[src/rtl/chess_pkg.sv]
// Shared types and constants for the board-selection controller.
//   SQ_W       square code width, {row[2:0],col[2:0]}
//   NUM_SLOTS  pieces per colour; slot s lives at lv[6s+5:6s], alive bit av[s]
//   state_t    selection sequencer states
//   piece_t    piece type implied by a slot index
package chess_pkg;

  localparam int unsigned SQ_W      = 6;
  localparam int unsigned NUM_SLOTS = 16;
  localparam int unsigned SLOT_W    = 4;
  localparam int unsigned IDX_W     = 5;
  localparam int unsigned LV_W      = NUM_SLOTS * SQ_W;

  typedef enum logic [2:0] {
    IDLE,
    SCAN,
    SELECTED,
    ARMED,
    MOVE_REQ
  } state_t;

  typedef enum logic [2:0] {
    KING,
    QUEEN,
    BISHOP,
    KNIGHT,
    ROOK,
    PAWN
  } piece_t;

  localparam logic [SLOT_W-1:0] SLOT_KING   = 4'd0;
  localparam logic [SLOT_W-1:0] SLOT_QUEEN  = 4'd1;
  localparam logic [SLOT_W-1:0] SLOT_BISHOP = 4'd2;
  localparam logic [SLOT_W-1:0] SLOT_KNIGHT = 4'd4;
  localparam logic [SLOT_W-1:0] SLOT_ROOK   = 4'd6;
  localparam logic [SLOT_W-1:0] SLOT_PAWN   = 4'd8;

  // Slot index -> piece type (slots are allocated in ascending type order).
  function automatic piece_t slot_piece(input logic [SLOT_W-1:0] slot);
    if (slot >= SLOT_PAWN)        return PAWN;
    else if (slot >= SLOT_ROOK)   return ROOK;
    else if (slot >= SLOT_KNIGHT) return KNIGHT;
    else if (slot >= SLOT_BISHOP) return BISHOP;
    else if (slot >= SLOT_QUEEN)  return QUEEN;
    else                          return KING;
  endfunction

endpackage

[src/rtl/chess_select_ctrl_if.sv]
// Move request handshake between the selection controller and the move engine.
//   move_valid  request pending (held until move_ready is sampled)
//   move_ready  engine accepts the request
//   move_src    source square of the move
//   move_dst    destination square of the move
interface chess_select_ctrl_if;
  import chess_pkg::*;

  logic            move_valid;
  logic            move_ready;
  logic [SQ_W-1:0] move_src;
  logic [SQ_W-1:0] move_dst;

  modport master (output move_valid, output move_src, output move_dst, input move_ready);
  modport slave  (input move_valid, input move_src, input move_dst, output move_ready);
endinterface

[src/rtl/chess_select_ctrl_btn_edge.sv]
// Rising-edge detector for a debounced button level.
//   clk, rst_n  clock and async active-low reset
//   level       debounced button level
//   rise_c      one-cycle pulse: level high now, low last cycle
module btn_edge (
  input  logic clk,
  input  logic rst_n,
  input  logic level,
  output logic rise_c
);

  logic prev;

  // History register for the level.
  always_ff @(posedge clk or negedge rst_n) begin
    if (!rst_n) prev <= 1'b0;
    else        prev <= level;
  end

  assign rise_c = level & ~prev;

endmodule

[src/rtl/chess_select_ctrl.sv]
// Board interaction sequencer: latches the piece under the cursor with a
// one-slot-per-cycle scan (white slots 0-15, then black 16-31), latches the
// destination, then issues one move request to the engine.
//   clk12, reset_n          clock, async active-low reset
//   cursor                  square under cursor
//   enter/esc/confirm_pressed  debounced button levels (rising edge used)
//   lvw, lvb, avw, avb      piece locations and alive bits per colour
//   player_in               side to move (1=white); used only with TURN_CHECK_EN
//   pid, pcolor, found_piece, dst_armed, busy  selection status to renderer
//   mv                      move request handshake (master side)
// Build option: TURN_CHECK_EN restricts matches to the side to move.
module chess_select_ctrl
  import chess_pkg::*;
(
  input  logic              clk12,
  input  logic              reset_n,
  input  logic [SQ_W-1:0]   cursor,
  input  logic              enter_pressed,
  input  logic              esc_pressed,
  input  logic              confirm_pressed,
  input  logic [LV_W-1:0]   lvw,
  input  logic [LV_W-1:0]   lvb,
  input  logic [NUM_SLOTS-1:0] avw,
  input  logic [NUM_SLOTS-1:0] avb,
  input  logic              player_in,
  output logic [SLOT_W-1:0] pid,
  output logic              pcolor,
  output logic              found_piece,
  output logic              dst_armed,
  output logic              busy,
  chess_select_ctrl_if.master mv
);

  state_t            state, state_nxt;
  logic [IDX_W-1:0]  idx, idx_nxt;
  logic [SQ_W-1:0]   src, src_nxt;
  logic [SLOT_W-1:0] pid_nxt;
  logic              pcolor_nxt, found_nxt, armed_nxt, busy_nxt;
  logic [SQ_W-1:0]   msrc, msrc_nxt, mdst, mdst_nxt;
  logic              mvalid, mvalid_nxt;

  logic enter_rise_c, esc_rise_c, confirm_rise_c;

  btn_edge u_enter   (.clk(clk12), .rst_n(reset_n), .level(enter_pressed),   .rise_c(enter_rise_c));
  btn_edge u_esc     (.clk(clk12), .rst_n(reset_n), .level(esc_pressed),     .rise_c(esc_rise_c));
  btn_edge u_confirm (.clk(clk12), .rst_n(reset_n), .level(confirm_pressed), .rise_c(confirm_rise_c));

  // Slot under examination this cycle; idx[4] selects the black vectors.
  logic [SLOT_W-1:0] slot_c;
  logic              black_c;
  logic [6:0]        base_c;
  logic [SQ_W-1:0]   loc_c;
  logic              alive_c;
  logic              match_c;

  assign slot_c  = idx[SLOT_W-1:0];
  assign black_c = idx[IDX_W-1];
  assign base_c  = 7'(slot_c) * 7'(SQ_W);
  assign loc_c   = black_c ? lvb[base_c +: SQ_W] : lvw[base_c +: SQ_W];
  assign alive_c = black_c ? avb[slot_c] : avw[slot_c];

`ifdef TURN_CHECK_EN
  // Opponent pieces look like empty squares.
  assign match_c = alive_c && (loc_c == src) && ((~black_c) == player_in);
`else
  logic player_unused;
  assign player_unused = player_in;
  assign match_c = alive_c && (loc_c == src);
`endif

  // State and output registers.
  always_ff @(posedge clk12 or negedge reset_n) begin
    if (!reset_n) begin
      state       <= IDLE;
      idx         <= '0;
      src         <= '0;
      pid         <= '0;
      pcolor      <= 1'b0;
      found_piece <= 1'b0;
      dst_armed   <= 1'b0;
      busy        <= 1'b0;
      msrc        <= '0;
      mdst        <= '0;
      mvalid      <= 1'b0;
    end else begin
      state       <= state_nxt;
      idx         <= idx_nxt;
      src         <= src_nxt;
      pid         <= pid_nxt;
      pcolor      <= pcolor_nxt;
      found_piece <= found_nxt;
      dst_armed   <= armed_nxt;
      busy        <= busy_nxt;
      msrc        <= msrc_nxt;
      mdst        <= mdst_nxt;
      mvalid      <= mvalid_nxt;
    end
  end

  // Next-state and next-output logic; esc takes priority over enter/confirm.
  always_comb begin
    state_nxt  = state;
    idx_nxt    = idx;
    src_nxt    = src;
    pid_nxt    = pid;
    pcolor_nxt = pcolor;
    found_nxt  = found_piece;
    armed_nxt  = dst_armed;
    msrc_nxt   = msrc;
    mdst_nxt   = mdst;
    mvalid_nxt = mvalid;

    case (state)
      IDLE: begin
        if (!esc_rise_c && enter_rise_c) begin
          state_nxt = SCAN;
          idx_nxt   = '0;
          src_nxt   = cursor;
        end
      end
      SCAN: begin
        if (esc_rise_c) begin
          state_nxt = IDLE;
          found_nxt = 1'b0;
        end else if (match_c) begin
          state_nxt  = SELECTED;
          pid_nxt    = slot_c;
          pcolor_nxt = ~black_c;
          found_nxt  = 1'b1;
          msrc_nxt   = src;
        end else if (idx == IDX_W'(2 * NUM_SLOTS - 1)) begin
          state_nxt = IDLE;
          found_nxt = 1'b0;
        end else begin
          idx_nxt = idx + IDX_W'(1);
        end
      end
      SELECTED: begin
        if (esc_rise_c) begin
          state_nxt  = IDLE;
          found_nxt  = 1'b0;
          pid_nxt    = '0;
          pcolor_nxt = 1'b0;
        end else if (enter_rise_c && (cursor != msrc)) begin
          state_nxt = ARMED;
          mdst_nxt  = cursor;
          armed_nxt = 1'b1;
        end
      end
      ARMED: begin
        if (esc_rise_c) begin
          state_nxt = SELECTED;
          armed_nxt = 1'b0;
          mdst_nxt  = '0;
        end else if (confirm_rise_c) begin
          state_nxt  = MOVE_REQ;
          mvalid_nxt = 1'b1;
        end
      end
      MOVE_REQ: begin
        // Buttons are ignored until the engine takes the move.
        if (mv.move_ready) begin
          state_nxt  = IDLE;
          mvalid_nxt = 1'b0;
          found_nxt  = 1'b0;
          armed_nxt  = 1'b0;
        end
      end
      default: state_nxt = IDLE;
    endcase

    busy_nxt = (state_nxt != IDLE);
  end

  assign mv.move_valid = mvalid;
  assign mv.move_src   = msrc;
  assign mv.move_dst   = mdst;

endmodule

[src/flat_wrapper.sv]
// flat-port wrapper written by rule: the top's interface ports become plain ports
module chess_select_ctrl_flat import chess_pkg::*;
  (clk12, reset_n, cursor, enter_pressed, esc_pressed, confirm_pressed, lvw, lvb, avw, avb, player_in, pid, pcolor, found_piece, dst_armed, busy, mv_move_valid, mv_move_src, mv_move_dst, mv_move_ready);
  chess_select_ctrl_if mv_i ();
  input  logic clk12;
  input  logic reset_n;
  input  logic [SQ_W-1:0] cursor;
  input  logic enter_pressed;
  input  logic esc_pressed;
  input  logic confirm_pressed;
  input  logic [LV_W-1:0] lvw;
  input  logic [LV_W-1:0] lvb;
  input  logic [NUM_SLOTS-1:0] avw;
  input  logic [NUM_SLOTS-1:0] avb;
  input  logic player_in;
  output logic [SLOT_W-1:0] pid;
  output logic pcolor;
  output logic found_piece;
  output logic dst_armed;
  output logic busy;
  output wire logic [$bits(mv_i.move_valid)-1:0] mv_move_valid;
  output wire logic [$bits(mv_i.move_src)-1:0] mv_move_src;
  output wire logic [$bits(mv_i.move_dst)-1:0] mv_move_dst;
  input wire logic [$bits(mv_i.move_ready)-1:0] mv_move_ready;
  assign mv_move_valid = mv_i.move_valid;
  assign mv_move_src = mv_i.move_src;
  assign mv_move_dst = mv_i.move_dst;
  assign mv_i.move_ready = mv_move_ready;
  chess_select_ctrl u_core (.clk12(clk12), .reset_n(reset_n), .cursor(cursor), .enter_pressed(enter_pressed), .esc_pressed(esc_pressed), .confirm_pressed(confirm_pressed), .lvw(lvw), .lvb(lvb), .avw(avw), .avb(avb), .player_in(player_in), .pid(pid), .pcolor(pcolor), .found_piece(found_piece), .dst_armed(dst_armed), .busy(busy), .mv(mv_i));
endmodule
[config.mk]
export PLATFORM = sky130hd
export DESIGN_NAME = chess_select_ctrl_flat
export DESIGN_NICKNAME = d
export VERILOG_FILES = /design/src/rtl/chess_pkg.sv /design/src/rtl/chess_select_ctrl_if.sv /design/src/rtl/chess_select_ctrl_btn_edge.sv /design/src/rtl/chess_select_ctrl.sv /design/src/flat_wrapper.sv
export SDC_FILE = /design/constraint.sdc
export NUM_CORES = 1
export LEC_CHECK = 0
export ABC_AREA = 1
export CAP_MARGIN = 10
export CORE_MARGIN = 3
export CORE_UTILIZATION = 35
export DETAILED_ROUTE_END_ITERATION = 8
export PLACE_DENSITY = 0.83
export SKIP_CTS_REPAIR_TIMING = 1
export SLEW_MARGIN = 20
export SYNTH_ARGS = -nofsm -noshare
export SYNTH_HDL_FRONTEND = slang
export SYNTH_SLANG_ARGS = --single-unit
[constraint.sdc]
create_clock -name clk12 -period 2.3 [get_ports clk12]
set_clock_uncertainty 0.2 [all_clocks]
set_input_delay 0.46 -clock clk12 [delete_from_list [all_inputs] [get_ports clk12]]
set_output_delay 0.46 -clock clk12 [all_outputs]
set_load 0.02 [all_outputs]
Yosys cells after proc, flatten, opt, wreduce, memory -nomap -nowiden. Index checks and enable logic that the tools add are counted.

Bits in registers: 38. Bits of input ports: 237. Word-level logic and storage cells: 111.

$add $sub $neg: 1. Multiply operators: 1. $lt $le $gt $ge: 1. Equal/unequal tests: 20. Shifts and indexed selects: 2. Muxes and demuxes: 44. Bitwise operators: 8. Reductions and logical operators: 20.

Operators with widths (number): $shiftx A96 B8 Y6 (2); $mux W3 (9); $mux W6 (4); $mux W5 (4); $reduce_and A4 Y1 (4); $pmux W3 S5 (1); $mux W1 (14); $mux W4 (3); $ne A2 B1 Y1 const B (6); $ne A2 B2 Y1 const B (6); $pmux W6 S2 (1); $pmux W5 S2 (1); $reduce_and A5 Y1 (2); $reduce_bool A3 Y1 (3); $bmux W1 S4 (2); $pmux W4 S2 (1); $reduce_bool A2 Y1 (4); $eq A3 B2 Y1 const B (2); $eq A6 B6 Y1 (1); $mul A4 B2 Y6 const B (1); $ne A6 B6 Y1 (1); $pmux W1 S3 (2); $add A5 B1 Y5 const B (1); $eq A5 B5 Y1 const B (1); 12 further kinds (21).

Logic depth before layout (Yosys ltp). Gate-level depths: netlist of the first run.

Word-level depth: 9. Mapped depth: 20.

By module. Synthesis of the first run repeated with hierarchy kept, for this count alone.

Cells, all modules: 781. Area total of the unflattened synthesis: 4275.4 µm².

By module, submodules not included: chess_select_ctrl (instances 1, cells each 772, area each 4170.2 µm², seq. area each 875.8 µm²); btn_edge (instances 3, cells each 3, area each 35.0 µm², seq. area each 25.0 µm²).

Least setup slack after synthesis of the first run. Ideal clock, no wire load.

Path kind: register -> register. Start: register, netlist name u_core.idx[0]. End: register u_core.src[2]. Library setup time: 0.132 ns. Arrival: 1.988 ns. Required time: 1.968 ns. Path slack: -0.019 ns. Stages on the path, launching flop included: 10. Period minus slack after synthesis: 2.319 ns. Cells stage by stage: dfrtp_1 ha_1 nand2_1 nor2_1 ha_1 a221oi_1 nand2_1 clkbuf_1 nand2_1 o21ai_0.

RTL lines: to (signal assigned) (line chess_select_ctrl.sv:88) `src <= src_nxt;`; to (decl) (line chess_select_ctrl.sv:36) `logic [SQ_W-1:0] src, src_nxt;`.

Worst setup path in the final report of the first run.
Start: register u_core.idx[4]. End: register u_core.msrc[0], in the netlist u_core.mv.move_src[0].

Cells in the longest elaborated chain, start to end: 4.

RTL lines: from (decl) (line chess_select_ctrl.sv:35) `logic [IDX_W-1:0] idx, idx_nxt;`; from (signal assigned) (line chess_select_ctrl.sv:87) `idx <= idx_nxt;`; $mux W6 (line chess_select_ctrl.sv:59) `assign loc_c = black_c ? lvb[base_c +: SQ_W] : lvw[base_c +: SQ_W];`; $eq A6 B6 Y1 (line chess_select_ctrl.sv:68) `assign match_c = alive_c && (loc_c == src);`; $logic_and A1 B1 Y1 * (line chess_select_ctrl.sv:68); $reduce_and A3 Y1 (no source line) *; to (signal assigned) (line chess_select_ctrl.sv:94) `msrc <= msrc_nxt;`; to (decl) (line chess_select_ctrl.sv:39) `logic [SQ_W-1:0] msrc, msrc_nxt, mdst, mdst_nxt;`.

Mark *: on every way between the ends. The rest lies on a longest branch, timed or not. A chain may end at the register's enable or synchronous reset.

==> impl_metrics.ini, run 1 <==
[timing]
rsz0062_at_grt = true
post-route-period-util_pct = 114
fmax_ghz = 0.380
drv_slew = 0
hold_violations = 0
fin_ws_ns = -0.332
slew_headroom_pct = 71.3
worstMarginPinSlew_ns = 0.427
finalSetupViolCount = 20
fin_crit_ns = 2.63

[worst_setup_path]
worstPathMaxFanout = 11
worstSetupPathType = reg -> reg
startpoint_type = register
cp.required_ns = 2.27
cp-end-kind = register
arrival_ns = 2.60

[routing]
finalWirelength_mm = 20.7
via_per_inst = 5.11
initialDrtViolationCount = 563
wire_per_inst_um = 16.6
num_vias = 6360
drc = 0
final_antenna_net_count = 0
dr.pass1.iters = 5

[final_layout]
syn2layout_area_growth_pct = 91.4
antenna-diode-count = 0
final_nets = 1340
drive_above_1_share_pct = 17.3
fillers = 948

[floorplan]
pin_count = 258
core_um2 = 11700
start_util_pct = 36.7
die_w_um = 117
die-area_um2 = 13600
rows = 39
die_y_um = 117

[synthesis]
synth_area_leaders = nand2_1 (31%), dfrtp_1 (22%), nand3_1 (19%)
ys.flop_type = dfrtp_1
yosysMostFrequentCell = nand2_1
ys_async_sr_fraction_pct = 100
synthCells = 806
synth.net_count = 1045
ys_warn_count = 0
postSynthAreaPerCell_um2 = 5.33
netlist.area_leader.share_pct = 30.9
synth_seq_area_share_pct = 22.1
synth.distinct_cells = 30
synth-edff-count = 0
yosysTopAreaCell = nand2_1
syn_area_um2 = 4290
synth-seq-cells = 38
synthTopCellsByCount = nand2_1 (353), nand3_1 (161), nor2_1 (75)

[global_route]
antenna_found_initial = 0
grtUsageTotal_pct = 26.4
grt_pass1_wl_mm = 28.6
grt_overflow_total = 0
first_global_vias = 5732
grt_max_degree = 36

[power]
powerDensity_nw_per_um2 = 720
finalPower_w = 0.00592
peakVddDrop_v = 0.000651
leakage_nw = 3.85

[clock_tree]
cts.sinks = 38
clock_latency_ns = 0.28
cts_tree = yes
htree_levels = 2
cts-root-buf = clkbuf_16
cts_buffer_depth = 2
numCtsBuffers = 5
clk_pin_slew_ns = 0.05

[placement]
io_buffers = 256
dp_slack_ns = -0.502
hpwl_mm = 15.2
gp_congestion = 0.932

[min_path]
hold_class = reg -> reg

[run_status]
violations = setup timing
status = complete, but fails checks

[flow_run]
cap_violations = 0
[area by class of cell]
class | count | area (um^2) | area share, %
clock buffers | 5 | 125 | 1.52
clock inverters | 2 | 10.0 | 0.122
well taps | 143 | 179 | 2.18
repair buffers | 334 | 3510 | 42.7
inverters | 60 | 240 | 2.92
flip-flops and latches | 38 | 957 | 11.6
repair inverters | 1 | 8.76 | 0.107
multi-input cells | 661 | 3190 | 38.8
[kinds of logic (layout without fill, tap and decap cells)]
family	Yosys count	count (layout)	synth area share (%)
simple gates	605	606	58.8
xor+xnor	1	1	0.204
buf+inv	108	402	12.0
fa+ha+maj	2	2	0.583
flops	38	38	22.1
compound gates	52	52	6.26
[stage by stage]
step | hold slack [ns] | cells | instance area [um^2] | utilization, % | setup TNS [ns]
4_1_cts | -0.0736 | 1229 | 7550 | 64.5 | -5.93
3_5_place_dp | 0.219 | 1222 | 7420 | 63.3 | -9.41
2_1_floorplan | -0.0356 | 806 | 4300 | - | 0
6_report | 0.303 | 1244 | 8220 | 70.2 | -5.33
3_3_place_gp | 0.208 | 1222 | 7420 | 63.3 | -8.33
5_1_grt | 0.331 | 1244 | 8220 | 70.2 | -8.36
[critical path, cell delays in order, from the launching register on]
cell and delay, ns:
dfrtp_4 0.57, inv_6 0.13, clkbuf_16 0.17, nand2_1 0.08, nand3_1 0.08, nand2_1 0.06, nor2_1 0.10, nor2_1 0.07
nand2_1 0.07, nand2_2 0.08, nand2_2 0.08, nand2_2 0.06, a21oi_2 0.11, nand2_2 0.08, nor2_4 0.22, nand2_4 0.14
o21ai_2 0.16, inv_1 0.06
[report_power, final]
group          internal (W)  switching, W  total (W)  leakage (nW)
Sequential         0.000897      0.000214    0.00111         0.467
Combinational       0.00189       0.00228    0.00416          3.32
Clock              0.000391      0.000257   0.000648        0.0694
Total               0.00318       0.00275    0.00592          3.85
[state kept, by name, summed over array words and instances, names as in the netlist, 3 cells and up]
signal              count
u_core.mv.move_dst      6
u_core.mv.move_src      6
u_core.src              6
u_core.idx              5
u_core.pid              4
u_core.state            3
[per-layer routing]
metal  vias up  part of all wire (%)  track usage (%)
met5         -                     0                0
met1      2867                    39             31.8
li1       3152                     -                -
met2       272                    48             46.6
met4         0                   4.3             9.63
met3        69                   8.3             5.28
[layout by cell type, fill, tap and decap left out, types with 2 or more instances in the layout]
cell             netlist  routed
dfrtp_2                0       2
clkbuf_16              0      13
nand3_1              161     137
nor2_2                 1       8
dfrtp_1               38      35
buf_4                 13      47
nor4_1                 3       3
o21ai_2                0       7
a21oi_2                0       7
nand2_1              353     310
nand2_2                1      40
buf_12                 0      14
inv_1                 54      54
ha_1                   2       2
buf_6                  5       6
nand3b_1               2       2
nand4_1                4       4
nor2_4                 1       2
o21ai_0               24      23
clkdlybuf4s50_1        0     255
inv_2                  4       3
nand2_4                0       5
a21oi_1               19      12
clkinv_2               0       2
nand3_2                1      24
nor2_1                75      67
[worst paths after layout]
path	cells after the start	from	slack, ns	to
max in group asynchronous	3	reset_n	0.84	u_core.mv.move_dst[5]
hold / removal	2	u_core.found_piece	0.30	u_core.found_piece
setup reg to reg	17	u_core.idx[4]	-0.33	u_core.mv.move_src[0]
hold reg to reg	2	u_core.found_piece	0.30	u_core.found_piece
setup / recovery	17	u_core.idx[4]	-0.33	u_core.mv.move_src[0]
min in group asynchronous	2	reset_n	0.44	u_core.u_confirm.prev
Power figures use the tool's default switching activity.
==> inputs of run 2 (changes only) <==
CORE_ASPECT_RATIO = 0.9   (was unset)
SLEW_MARGIN = 10   (was 20)
SYNTH_HIERARCHICAL = 1   (was unset)
==> impl_metrics.ini, run 2 <==
[power]
leakage_nw = 3.50
seqPwrFrac_pct = 20.8
peakVddDrop_v = 0.000402
p_sw_w = 0.00221
power_frac_clock_pct = 15.6
switching_share_pct = 44.4
power.internal_w = 0.00276
pwr-share-comb_pct = 63.6
powerDensity_nw_per_um2 = 671

[routing]
finalWirelength_mm = 18.5
num_vias = 5995
dr.pass1.iters = 5
drc = 0
via_per_inst = 5.03
wire_per_inst_um = 15.5
initialDrtViolationCount = 418
final_antenna_net_count = 0

[synthesis]
synth_seq_area_share_pct = 22.2
synthCells = 781
yosysMostFrequentCell = nand2_1
ys_async_sr_fraction_pct = 100
synth-edff-count = 0
syn_area_um2 = 4280
synth.net_count = 1020
synth.distinct_cells = 30
synth-seq-cells = 38
postSynthAreaPerCell_um2 = 5.47
synthTopCellsByCount = nand2_1 (351), nand3_1 (168), inv_1 (54)
synth_area_leaders = nand2_1 (31%), dfrtp_1 (22%), nand3_1 (20%)
ys.flop_type = dfrtp_1
yosysTopAreaCell = nand2_1
ys_warn_count = 6
netlist.area_leader.share_pct = 30.8

[flow_run]
cap_violations = 0

[clock_tree]
cts_buffer_depth = 2
clk_pin_slew_ns = 0.06
cts-root-buf = clkbuf_16
numCtsBuffers = 5
clock_latency_ns = 0.28
cts.sinks = 38
cts_tree = yes
htree_levels = 2

[timing]
post-route-period-util_pct = 110
fin_crit_ns = 2.52
slew_headroom_pct = 68.8
fin_ws_ns = -0.223
tns_ns = -3.42
hold_violations = 0
drv_slew = 0
finalSetupViolCount = 20
worstMarginPinSlew_ns = 0.464
rsz0062_at_grt = true
fmax_ghz = 0.396
hold_slack_ns = 0.297

[worst_setup_path]
arrival_ns = 2.48
crit_start = u_core/idx[4]
reg2reg_depth = 16
startpoint_type = register
worstPathMaxFanout = 24
reg2reg_to = u_core/pcolor
worstSetupPathType = reg -> reg
cp.required_ns = 2.26
worstReg2RegStart = u_core/idx[4]
cp-end-kind = register
crit_end = u_core/pcolor
r2r_slack_ns = -0.22

[placement]
hpwl_mm = 14.3
gp_congestion = 0.931
io_buffers = 256

[global_route]
use_met3_pct = 5.36
grt_overflow_total = 0
antenna_found_initial = 0
global_route.peak_usage_layer = met2
met2_usage_pct = 46.1
met1_usage_pct = 30.9
grtUsageTotal_pct = 25.5
first_global_vias = 5631
grt_pass1_wl_mm = 28.1
grt_max_degree = 61

[run_status]
status = complete, but fails checks
violations = setup timing

[final_layout]
antenna-diode-count = 0
final_common_cell = nand2_1
fillers = 1073
final_nets = 1275
syn2layout_area_growth_pct = 73.1
drive_above_1_share_pct = 7.81
layout_common_cells = nand2_1 (350), clkdlybuf4s50_1 (254), nand3_1 (168)

[floorplan]
die_y_um = 111
core_um2 = 11700
die-area_um2 = 13600
pin_count = 258
start_util_pct = 36.6
die_w_um = 123
rows = 37

[min_path]
hold_class = reg -> reg
[run 2: cell count changes after synthesis, sizes merged, moves of 3 or more]
cell    previous run  this run
o21ai             30        27
nand2            354       351
buf               36        42
inv               59        56
nor3               1         4
nand4              4         7
clkbuf            12         9
nor2              77        48
nand3            162       169
a21oi             19        16
[run 2: per-stage QoR]
step | area [um^2] | setup WS (ns) | utilization (%) | std cells | total power, W
global placement | 7150 | -0.335 | 61.3 | 1183 | 0.00405
finish | 7400 | -0.223 | 63.4 | 1193 | 0.00497
floorplan | 4280 | 0.0752 | - | 781 | 0.00279
detailed placement | 7150 | -0.370 | 61.3 | 1183 | 0.00409
global route | 7400 | -0.363 | 63.4 | 1193 | 0.00535
CTS | 7310 | -0.272 | 62.7 | 1191 | 0.00488
[run 2: final cells by class]
class	count	area, um^2	area share (%)
Tap cell	156	195	2.64
Clock buffer	5	125	1.69
Sequential cell	38	956	12.9
Multi-Input combinational cell	635	2850	38.4
Clock inverter	3	40.0	0.541
Timing Repair Buffer	299	3020	40.8
Inverter	57	220	2.98
[run 2: logic make-up after synthesis]
group                    count (synthesis)  share of synthesized area [%]
AO/OA/AOI/OAI                           47                           6.44
AND/OR/NAND/NOR                        583                           57.9
adder cells (fa/ha/maj)                  2                          0.585
flip-flops                              38                           22.2
buffers and inverters                  108                           12.2
XOR/XNOR                                 3                          0.615
[run 2: how the worst min path moves through the flow]
stage | start | to | cells after the start
final | u_core/found_piece | u_core/found_piece | 2
after detailed placement | reset_n | u_core/mv.move_dst[4] | 1
after CTS | reset_n | u_core/src[2] | 1
after floorplan | reset_n | u_core/busy | 0
after global placement | reset_n | u_core/mv.move_dst[4] | 1
after global routing | u_core/found_piece | u_core/found_piece | 2
[run 2: worst max-delay path, stage by stage, from the launching register on]
cell and delay, ns:
dfrtp_4 0.52, inv_6 0.13, buf_12 0.17, nand2_1 0.08
nand3_1 0.08, nand2_1 0.07, nor2_2 0.12, nor2_1 0.06
nand2_1 0.10, nand2_1 0.06, nand2_1 0.05, nand2_1 0.08
nor2_4 0.20, nand4_4 0.12, buf_12 0.18, nand3_1 0.09
o21ai_2 0.06
[run 2: power groups by stage]
stage                     Sequential, W  Clock [W]  Combinational [W]
after floorplan                 0.00114          0            0.00166
after global placement          0.00104          0            0.00301
after detailed placement        0.00104          0            0.00304
after CTS                       0.00103   0.000783            0.00307
after global routing            0.00106   0.000819            0.00348
final                           0.00103   0.000775            0.00316
[run 2: layer usage]
layer,vias to the layer above,part of all wire [%],wire (um)
li1,3003,-,-
met1,2701,40,7330
met2,263,50,9250
met3,28,9.0,1670
met4,0,1.5,281
met5,-,0,0
==> inputs of run 3 (changes only) <==
CORE_MARGIN = unset   (was 3)
==> impl_metrics.ini, run 3 (synthesis gave the netlist of run 2 again) <==
[run_status]
status = complete, but fails checks
violations = setup timing

[worst_setup_path]
worstPathMaxFanout = 51
cp-end-kind = register
arrival_ns = 2.45
startpoint_type = register
cp.required_ns = 2.27
worstSetupPathType = reg -> reg

[final_layout]
final_common_cell = nand2_1
syn2layout_area_growth_pct = 77.2
layout_common_cells = nand2_1 (349), clkdlybuf4s50_1 (252), nand3_1 (165)
drive_above_1_share_pct = 9.61
antenna-diode-count = 0
final_nets = 1289
final_util_pct = 64.9

[floorplan]
die-area_um2 = 12700
core_um2 = 11700
die_w_um = 119
rows = 37
pin_count = 258
die_y_um = 107
start_util_pct = 36.6

[placement]
hpwl_mm = 13.6
io_buffers = 256
gp_congestion = 0.887

[routing]
initialDrtViolationCount = 363
final_antenna_net_count = 0
drc = 0
finalWirelength_mm = 17.8
wire_per_inst_um = 14.7
via_per_inst = 5.01
dr.pass1.iters = 6
num_vias = 6046

[clock_tree]
clk_pin_slew_ns = 0.06
cts.sinks = 38
cts-root-buf = clkbuf_16
numCtsBuffers = 5
htree_levels = 2
cts_buffer_depth = 2
cts_tree = yes
clock_latency_ns = 0.28

[power]
powerDensity_nw_per_um2 = 684
peakVddDrop_v = 0.000420
leakage_nw = 3.60
pwr-share-comb_pct = 62.7
power.internal_w = 0.00297
seqPwrFrac_pct = 19.8
switching_share_pct = 42.7
power_frac_clock_pct = 17.4
p_sw_w = 0.00222

[global_route]
grt_pass1_wl_mm = 28.0
first_global_vias = 5934
grt_overflow_total = 0
antenna_found_initial = 0
grtUsageTotal_pct = 27.5
grt_max_degree = 52

[timing]
tns_ns = -2.87
hold_violations = 0
slew_headroom_pct = 45.0
rsz0062_at_grt = true
drv_slew = 0
fmax_ghz = 0.404
post-route-period-util_pct = 108
worstMarginPinSlew_ns = 0.825
fin_ws_ns = -0.175
fin_crit_ns = 2.48
finalSetupViolCount = 20

[min_path]
hold_class = in -> async

[flow_run]
cap_violations = 0
==> run 3: stage by stage <==
step                hold slack [ns]  std cells  setup WS [ns]  total power, W  cell area (um^2)
finish                       0.0663       1207         -0.175         0.00518              7570
global route                  0.133       1207         -0.306         0.00557              7570
CTS                          0.0929       1206         -0.279         0.00511              7470
detailed placement            0.273       1198         -0.340         0.00417              7270
global placement              0.275       1198         -0.322         0.00413              7270
floorplan                   -0.0356        781         0.0752         0.00279              4280
==> run 3: metal layers <==
| layer | track usage (%) | share of wire, % |
|---|---|---|
| met1 | 32.6 | 41 |
| met2 | 50.3 | 49 |
| met3 | 4.89 | 6.8 |
| met4 | 8.77 | 2.9 |
| met5 | 0 | 0 |
==> run 3: worst paths after layout <==
check                                   startpoint               endpoint  slack (ns)  cells after the start
worst max-delay path                 u_core/idx[4]          u_core/pcolor       -0.18                     14
worst min-delay path                       reset_n  u_core/mv.move_dst[5]        0.07                      1
worst max register to register       u_core/idx[4]          u_core/pcolor       -0.18                     14
worst min register to register  u_core/found_piece     u_core/found_piece        0.29                      2
max in group asynchronous                  reset_n          u_core/idx[4]        1.22                      1
min in group clk12              u_core/found_piece     u_core/found_piece        0.29                      2
==> run 3: power by group through the flow <==
| stage | registers, W | clock network (W) | logic, W |
|---|---|---|---|
| 2_1_floorplan | 0.00114 | 0 | 0.00166 |
| 3_3_place_gp | 0.00103 | 0 | 0.00311 |
| 3_5_place_dp | 0.00104 | 0 | 0.00314 |
| 4_1_cts | 0.00103 | 0.000916 | 0.00316 |
| 5_1_grt | 0.00105 | 0.000941 | 0.00358 |
| 6_report | 0.00103 | 0.000903 | 0.00325 |
==> run 3: layout make-up <==
type	instances	area, um^2
fill	1093	4090
timing repair buffer	313	3150
multi-input combinational	635	2850
sequential	38	956
inverter	57	228
tap	156	195
clock buffer	5	125
clock inverter	3	68.8
==> run 3: worst max-delay path, stage by stage (launching register included) <==
cell     delay (ns)
dfrtp_4        0.53
buf_12         0.19
nand2_1        0.09
nand2_1        0.07
a21oi_2        0.12
nor2_1         0.08
nor2_1         0.11
nand2_1        0.10
nand3_1        0.11
nand2_1        0.09
nor2_4         0.18
nand4_4        0.13
buf_4          0.19
nand3_1        0.08
o21ai_2        0.05
